`src/rtl/rf_write_arbiter.sv`:
```
// Round-robin arbiter sharing the mips_regfile write port between the ALU (A)
// and load (B) writeback queues, with a pending-register mask for hazards.
module rf_write_arbiter #(
    parameter int DEPTH = 2,
    parameter int CW    = 2
) (
    input  logic        clk,
    input  logic        reset,
    input  logic        a_valid,
    output logic        a_ready,
    input  logic [4:0]  a_regnum,
    input  logic [31:0] a_data,
    input  logic        b_valid,
    output logic        b_ready,
    input  logic [4:0]  b_regnum,
    input  logic [31:0] b_data,
    output logic        wr_enable,
    output logic [4:0]  wr_regnum,
    output logic [31:0] wr_data,
    output logic        last_grant,
    output logic [31:0] pending
);
    localparam int PW = $clog2(DEPTH);
    localparam logic [CW-1:0] FULL = CW'(DEPTH);
    localparam logic [PW-1:0] ONE = PW'(1);

    logic [1:0]       valid_in;
    logic [4:0]       regnum_in [2];
    logic [31:0]      data_in   [2];
    logic [1:0]       ready;
    logic [1:0]       push;
    logic [1:0]       pop;
    logic [1:0]       nonempty;
    logic             sel_b;

    logic [CW-1:0]    cnt  [2];
    logic [PW-1:0]    wp   [2];
    logic [PW-1:0]    rp   [2];
    logic [DEPTH-1:0] vld  [2];
    logic [4:0]       mreg [2][DEPTH];
    logic [31:0]      mdat [2][DEPTH];

    assign valid_in     = {b_valid, a_valid};
    assign regnum_in[0] = a_regnum;
    assign regnum_in[1] = b_regnum;
    assign data_in[0]   = a_data;
    assign data_in[1]   = b_data;
    assign a_ready      = ready[0];
    assign b_ready      = ready[1];

    // Writes to $0 complete the handshake but are dropped here.
    always_comb begin
        for (int i = 0; i < 2; i++) begin
            nonempty[i] = (cnt[i] != '0);
            ready[i]    = (cnt[i] != FULL) && !reset;
            push[i]     = valid_in[i] && ready[i] && (regnum_in[i] != 5'd0);
        end
    end

    assign sel_b     = nonempty[1] && (!nonempty[0] || !last_grant);
    assign wr_enable = nonempty[0] || nonempty[1];
    assign pop[0]    = nonempty[0] && !sel_b;
    assign pop[1]    = sel_b;

    always_comb begin
        wr_regnum = 5'd0;
        wr_data   = 32'd0;
        if (sel_b) begin
            wr_regnum = mreg[1][rp[1]];
            wr_data   = mdat[1][rp[1]];
        end else if (nonempty[0]) begin
            wr_regnum = mreg[0][rp[0]];
            wr_data   = mdat[0][rp[0]];
        end
    end

    always_comb begin
        pending = 32'd0;
        for (int i = 0; i < 2; i++) begin
            for (int j = 0; j < DEPTH; j++) begin
                if (vld[i][j]) pending[mreg[i][j]] = 1'b1;
            end
        end
        pending[0] = 1'b0;
    end

    always_ff @(posedge clk or posedge reset) begin
        if (reset) begin
            last_grant <= 1'b1;
            for (int i = 0; i < 2; i++) begin
                cnt[i] <= '0;
                wp[i]  <= '0;
                rp[i]  <= '0;
                vld[i] <= '0;
            end
        end else begin
            if (wr_enable) last_grant <= sel_b;
            for (int i = 0; i < 2; i++) begin
                if (pop[i]) begin
                    vld[i][rp[i]] <= 1'b0;
                    rp[i]         <= rp[i] + ONE;
                end
                if (push[i]) begin
                    vld[i][wp[i]] <= 1'b1;
                    wp[i]         <= wp[i] + ONE;
                end
                cnt[i] <= cnt[i] + CW'(push[i]) - CW'(pop[i]);
            end
        end
    end

    // Payload storage needs no reset; the valid bits gate every use.
    always_ff @(posedge clk) begin
        for (int i = 0; i < 2; i++) begin
            if (push[i]) begin
                mreg[i][wp[i]] <= regnum_in[i];
                mdat[i][wp[i]] <= data_in[i];
            end
        end
    end
endmodule

```
`config.mk`:
```
export PLATFORM = sky130hd
export DESIGN_NAME = rf_write_arbiter
export DESIGN_NICKNAME = d
export VERILOG_FILES = /design/src/rtl/rf_write_arbiter.sv
export SDC_FILE = /design/constraint.sdc
export NUM_CORES = 1
export LEC_CHECK = 0
export CAP_MARGIN = 10
export CORE_AREA = 2 2 141 157
export DETAILED_ROUTE_END_ITERATION = 8
export DIE_AREA = 0 0 143 159
export GPL_TIMING_DRIVEN = 0
export PLACE_DENSITY = 0.55
export SLEW_MARGIN = 20
export SYNTH_ARGS = -nofsm -noshare
export SYNTH_HDL_FRONTEND = slang
export SYNTH_SLANG_ARGS = --single-unit
```
`constraint.sdc`:
```
create_clock -name clk -period 6.1 [get_ports clk]
set_clock_uncertainty 0.1 [all_clocks]
set_input_delay 1.525 -clock clk [delete_from_list [all_inputs] [get_ports clk]]
set_output_delay 1.525 -clock clk [all_outputs]
set_load 0.02 [all_outputs]
```
-- Yosys cells after proc, flatten, opt, wreduce, memory -nomap -nowiden
Memory sizes are Yosys's and may differ from the RTL's.
Index checks and enable logic that the tools add are counted.
- add/sub/neg operators: 8
- $lt $le $gt $ge: 22
- equality and inequality tests: 2
- multiplexer cells: 54
- bitwise gates (word level): 13
- reduce and logical (&&, ||, !) cells: 28
- operators with widths (kind ; number):
    2-to-1 mux 32 bit ; 14
    2-to-1 mux 64 bit ; 2
    bitwise OR 32 bit ; 3
    demux 32 bit (select 1 bit) ; 2
    2-to-1 mux 5 bit ; 10
    less-than comparator 5 x 6 -> 1 bit (second input constant) ; 4
    demux 1 bit (select 5 bit) ; 4
    greater-or-equal comparator 5 x 1 -> 1 bit (second input constant) ; 4
    2-to-1 mux 10 bit ; 2
    logical AND 1 bit ; 18
    demux 5 bit (select 1 bit) ; 2
    2-to-1 mux 1 bit ; 10
    nonzero test 5 bit ; 2
    greater-or-equal comparator 2 bit (second input constant) ; 4
    less-than comparator 1 x 2 -> 1 bit (second input constant) ; 4
    2-to-1 mux 2 bit ; 4
    inverter 1 -> 2 bit ; 4
    adder 1 bit (second input constant) ; 4
    adder 2 x 1 -> 2 bit ; 2
    AND 2 bit ; 2
    demux 1 bit (select 1 bit) ; 4
    greater-or-equal comparator 1 bit (second input constant) ; 4
    zero test 1 bit ; 4
    less-than comparator 2 x 1 -> 1 bit (second input constant) ; 2
    6 further kinds ; 12
- flip-flop bits (word level): 13
- RAM bits: 148
- word-level logic and storage cells: 138
- memories kept: 2
- memories (memory ; words ; bits a word ; rd ports ; clocked after Yosys merged registers in ; wr ports ; line ; source):
    mdat ; 2 ; 64 ; 2 ; 0 ; 2 ; 41 ; logic [31:0] mdat [2][DEPTH];
    mreg ; 2 ; 10 ; 2 ; 0 ; 2 ; 40 ; logic [4:0] mreg [2][DEPTH];

-- Logic depth before layout (Yosys ltp)
An unclocked memory read counts as a cell.
- word-level depth: 12
- depth in mapped cells: 10
- gate-level depth less buffers: 8

-- Worst setup path after synthesis
OpenSTA, ideal clock, no wires.
- path kind: input-to-reg
- from: input b_regnum[1]
- to: memory mdat[0][64] in the netlist's numbering, enable pin
- library setup time: 0.524 ns
- arrival time: 5.316 ns
- path slack: 0.160 ns
- cell stages on the path: 3
- buffers on the path: 0
- cells stage by stage: or3_1 -> nor3_2 -> nor4_1
- RTL lines (what ; line ; source):
    start, declared ; 15 ; input logic [4:0] b_regnum,
    end, declared ; 41 ;

-- Worst setup path after layout
- from: input reset
- to: output b_ready
- word-level cells in the longest chain between the ends: 2
- RTL lines (what ; line ; source):
    start, declared ; 8 ; input logic reset,
    zero test 1 bit (no source line) ; n/a ;
    logical AND 1 bit ; 55 ; ready[i] = (cnt[i] != FULL) && !reset;
    end, declared ; 14 ; output logic b_ready,
Every way passes these cells.

==> results.py <==
metrics = {
    "status": {
        "run_status": "finished, final reports clean",
    },
    "die": {
        "die_w_um": 143,
        "num_rows": 56,
        "full_die_area_um2": 22700,
        "initial_utilization": 0.347,
        "core_area_um2": 21100,
        "pin_count": 151,
        "die_extent_in_y_um": 159,
    },
    "synth": {
        "async_reset_ff_frac": 0.0807,
        "dominantRegCellSynth": "sky130_fd_sc_hd__edfxtp_1",
        "netlist_area_um2": 7320,
        "post_synth_num_cell_types": 46,
        "synthesis.nets": 574,
        "synth_cells": 492,
        "synth.yosys.warnings": 0,
        "yosys_top_cell_by_area": "sky130_fd_sc_hd__edfxtp_1",
        "yosysMostFrequentCell": "sky130_fd_sc_hd__edfxtp_1",
        "yosys-top-cells-area": "sky130_fd_sc_hd__edfxtp_1, sky130_fd_sc_hd__mux2i_1, sky130_fd_sc_hd__dfrtp_1",
        "avgSynthCellArea_um2": 14.9,
        "ys_seq_area_frac": 0.652,
        "post-synth-top-area-fraction": 0.607,
        "yosys_register_bits": 161,
        "ys_top_cells_by_count": "sky130_fd_sc_hd__edfxtp_1, sky130_fd_sc_hd__mux2i_1, sky130_fd_sc_hd__o221ai_1, sky130_fd_sc_hd__a22oi_1, sky130_fd_sc_hd__o22ai_1",
        "synth_enable_flop_cells": 148,
    },
    "setup_path": {
        "critical_path.reg2reg.endpoint": "mdat[0][12]",
        "ff2ff_path_depth": 6,
        "cpMaxStageDelayCell": "sky130_fd_sc_hd__clkdlybuf4s50_1",
        "delay_heaviest_family_cp": "buffers and inverters",
        "path_depth": 3,
        "critical_path.endpoint_type": "primary output",
        "critical_path.cell_chain": "clkdlybuf4s50_1, nor2_1, clkdlybuf4s50_1",
        "crit_top_cell": "sky130_fd_sc_hd__clkdlybuf4s50_1",
        "path_buf_inv": 2,
        "worstReg2RegStart": "cnt[3]",
        "worstSetupEndpoint": "b_ready",
        "cp.arrival_ns": 2.89,
        "cp_slowest_stage_delay_ns": 0.63,
        "worstPathRequired_ns": 4.47,
        "worst_setup_start_kind": "input pin",
        "r2r_slack_ns": 3.47,
        "path_class": "input pin to primary output",
        "critPathLaunch": "reset",
        "cp_max_fo": 7,
    },
    "grt": {
        "grtUsageTotal": 0.181,
        "grt_pass1_wl_mm": 30.9,
        "number_of_antenna_violations_at_the_first_check_in_global_routing": 0,
        "sum_of_overflow_across_all_layers_after_global_routing": 0,
        "vias_in_the_first_global_route": 5445,
        "grt_max_degree": 21,
    },
    "detailed_routing": {
        "routedWlPerCell_um": 21.0,
        "route.vias.total": 5102,
        "via_per_inst": 5.22,
        "final_antenna_net_count": 0,
        "detail_route.iter0.violations": 329,
        "wirelength_mm": 20.5,
        "drc": 0,
        "first_pass_iters": 5,
    },
    "clock_tree": {
        "path_clk_slew_ns": 0.06,
        "clock-root-buffer": "sky130_fd_sc_hd__clkbuf_16",
        "cts_htree_levels": 4,
        "cts-root-to-sink-buffers": 2,
        "hold_buffers": 0,
        "clkLatencyLatePin_ns": 0.41,
        "clock_tree_from_tritoncts": "built",
        "clock_sinks": 161,
        "post_cts.repair.setup_buffers": 0,
        "numCtsBuffers": 17,
        "ctsResizeCount": 0,
    },
    "sta": {
        "layout_worst_path_cycle_share": 0.741,
        "fmax_ghz": 0.221,
        "rsz_0062_raised_after_global_routing": "false",
        "worst_slew_margin_rel": 0.476,
        "tightest_slew_ns": 0.781,
        "timing.final.hold_violations": 0,
        "final-max-slew-violation-count": 0,
        "period_needed_ns": 4.52,
        "setup_viol": 0,
    },
    "pwr": {
        "static-leakage-power_nw": 3.46,
        "power.density_nw_per_um2": 463,
        "worst_ir_drop_vdd_v": 0.000289,
    },
    "worst_hold_path": {
        "hold_path_class": "register to register",
    },
    "cells_and_area": {
        "final_net_count": 757,
        "final_core_util": 0.471,
        "layout-drive-gt1-share": 0.130,
        "antenna-diode-count": 0,
        "design_area_um2": 9940,
        "syn2layout_area_growth_pct": 35.7,
    },
    "run": {
        "cap_violations": 0,
    },
    "placed_design": {
        "dp.final_hpwl_mm": 15.5,
        "place_congestion": 0.829,
        "port_buffers": 149,
        "dpl_cell_area_um2": 9380,
    },
}
==> registers in the layout, indices dropped and copies added, names as in the netlist <==
register and flops:
cnt 4, last_grant 1, mdat 128, mreg 20
rp 2, vld 4, wp 2
==> worst register-to-register path, cell delays in order, from the launching register on <==
cell	delay [ns]
sky130_fd_sc_hd__dfrtp_1	0.42
sky130_fd_sc_hd__nor2b_1	0.18
sky130_fd_sc_hd__or2_2	0.33
sky130_fd_sc_hd__nor3_2	0.60
sky130_fd_sc_hd__buf_4	0.33
sky130_fd_sc_hd__buf_6	0.17
sky130_fd_sc_hd__buf_4	0.20
==> final cells by class <==
cell class	instances	area (µm²)
Multi-Input combinational cell	300	2420
Inverter	8	30.0
Tap cell	290	363
Clock buffer	18	429
Timing Repair Buffer	164	1670
Buffer	23	131
Sequential cell	161	4770
Clock inverter	13	129
Fill cell	1892	11200
==> cells in the final DEF, fill, tap and decap left out, types with 12 or more instances in the layout <==
cell type	netlist	final
sky130_fd_sc_hd__clkdlybuf4s50_1	0	149
sky130_fd_sc_hd__edfxtp_1	148	148
sky130_fd_sc_hd__mux2i_1	74	74
sky130_fd_sc_hd__o221ai_1	32	32
sky130_fd_sc_hd__a22oi_1	29	29
sky130_fd_sc_hd__o22ai_1	28	28
sky130_fd_sc_hd__clkbuf_16	0	17
sky130_fd_sc_hd__buf_2	12	16
sky130_fd_sc_hd__nor2b_1	15	15
sky130_fd_sc_hd__nor2_1	15	13
sky130_fd_sc_hd__dfrtp_1	12	12
==> where the power goes <==
group          total, W  internal (W)  leakage, nW  switching, W
clock           0.00100      0.000568        0.269      0.000434
combinational   0.00211      0.000937         1.69       0.00117
sequential      0.00149       0.00139         1.51      0.000100
total           0.00460       0.00289         3.46       0.00170
==> per-stage QoR <==
stage	instances	TNS, ns	total power, W	setup slack (ns)	hold WS (ns)
finish	977	0	0.00460	1.58	0.447
global route	977	0	0.00483	1.54	0.486
CTS	977	0	0.00466	1.58	0.446
detailed placement	946	0	0.00365	1.58	0.432
global placement	931	-176.44	0.00359	-3.11	0.418
floorplan	492	0	0.00272	0.160	0.395
==> logic make-up after synthesis <==
logic type / synth area share
AO/OA/AOI/OAI: 0.123
XOR/XNOR: 0.00718
multiplexers: 0.101
other: 0.000512
AND/OR/NAND/NOR: 0.0878
buffers and inverters: 0.0220
adder cells (fa/ha/maj): 0.00684
flip-flops: 0.652
==> per-layer routing <==
layer | part of all wire | GRT usage
met5 | 0 | 0
met4 | 0.016 | 0.0549
met3 | 0.060 | 0.0409
met2 | 0.51 | 0.319
met1 | 0.41 | 0.220
==> worst min-delay path by stage <==
stage | startpoint | to | slack (ns) | cells past startpoint
2_1_floorplan | cnt[3] | cnt[3] | 0.39 | 1
3_3_place_gp | wp[1] | wp[1] | 0.42 | 2
3_5_place_dp | cnt[3] | cnt[3] | 0.43 | 1
4_1_cts | cnt[3] | cnt[3] | 0.45 | 1
5_1_grt | cnt[3] | cnt[3] | 0.49 | 1
6_report | cnt[3] | cnt[3] | 0.45 | 1
Note: power is estimated with default switching activity, not from simulation.
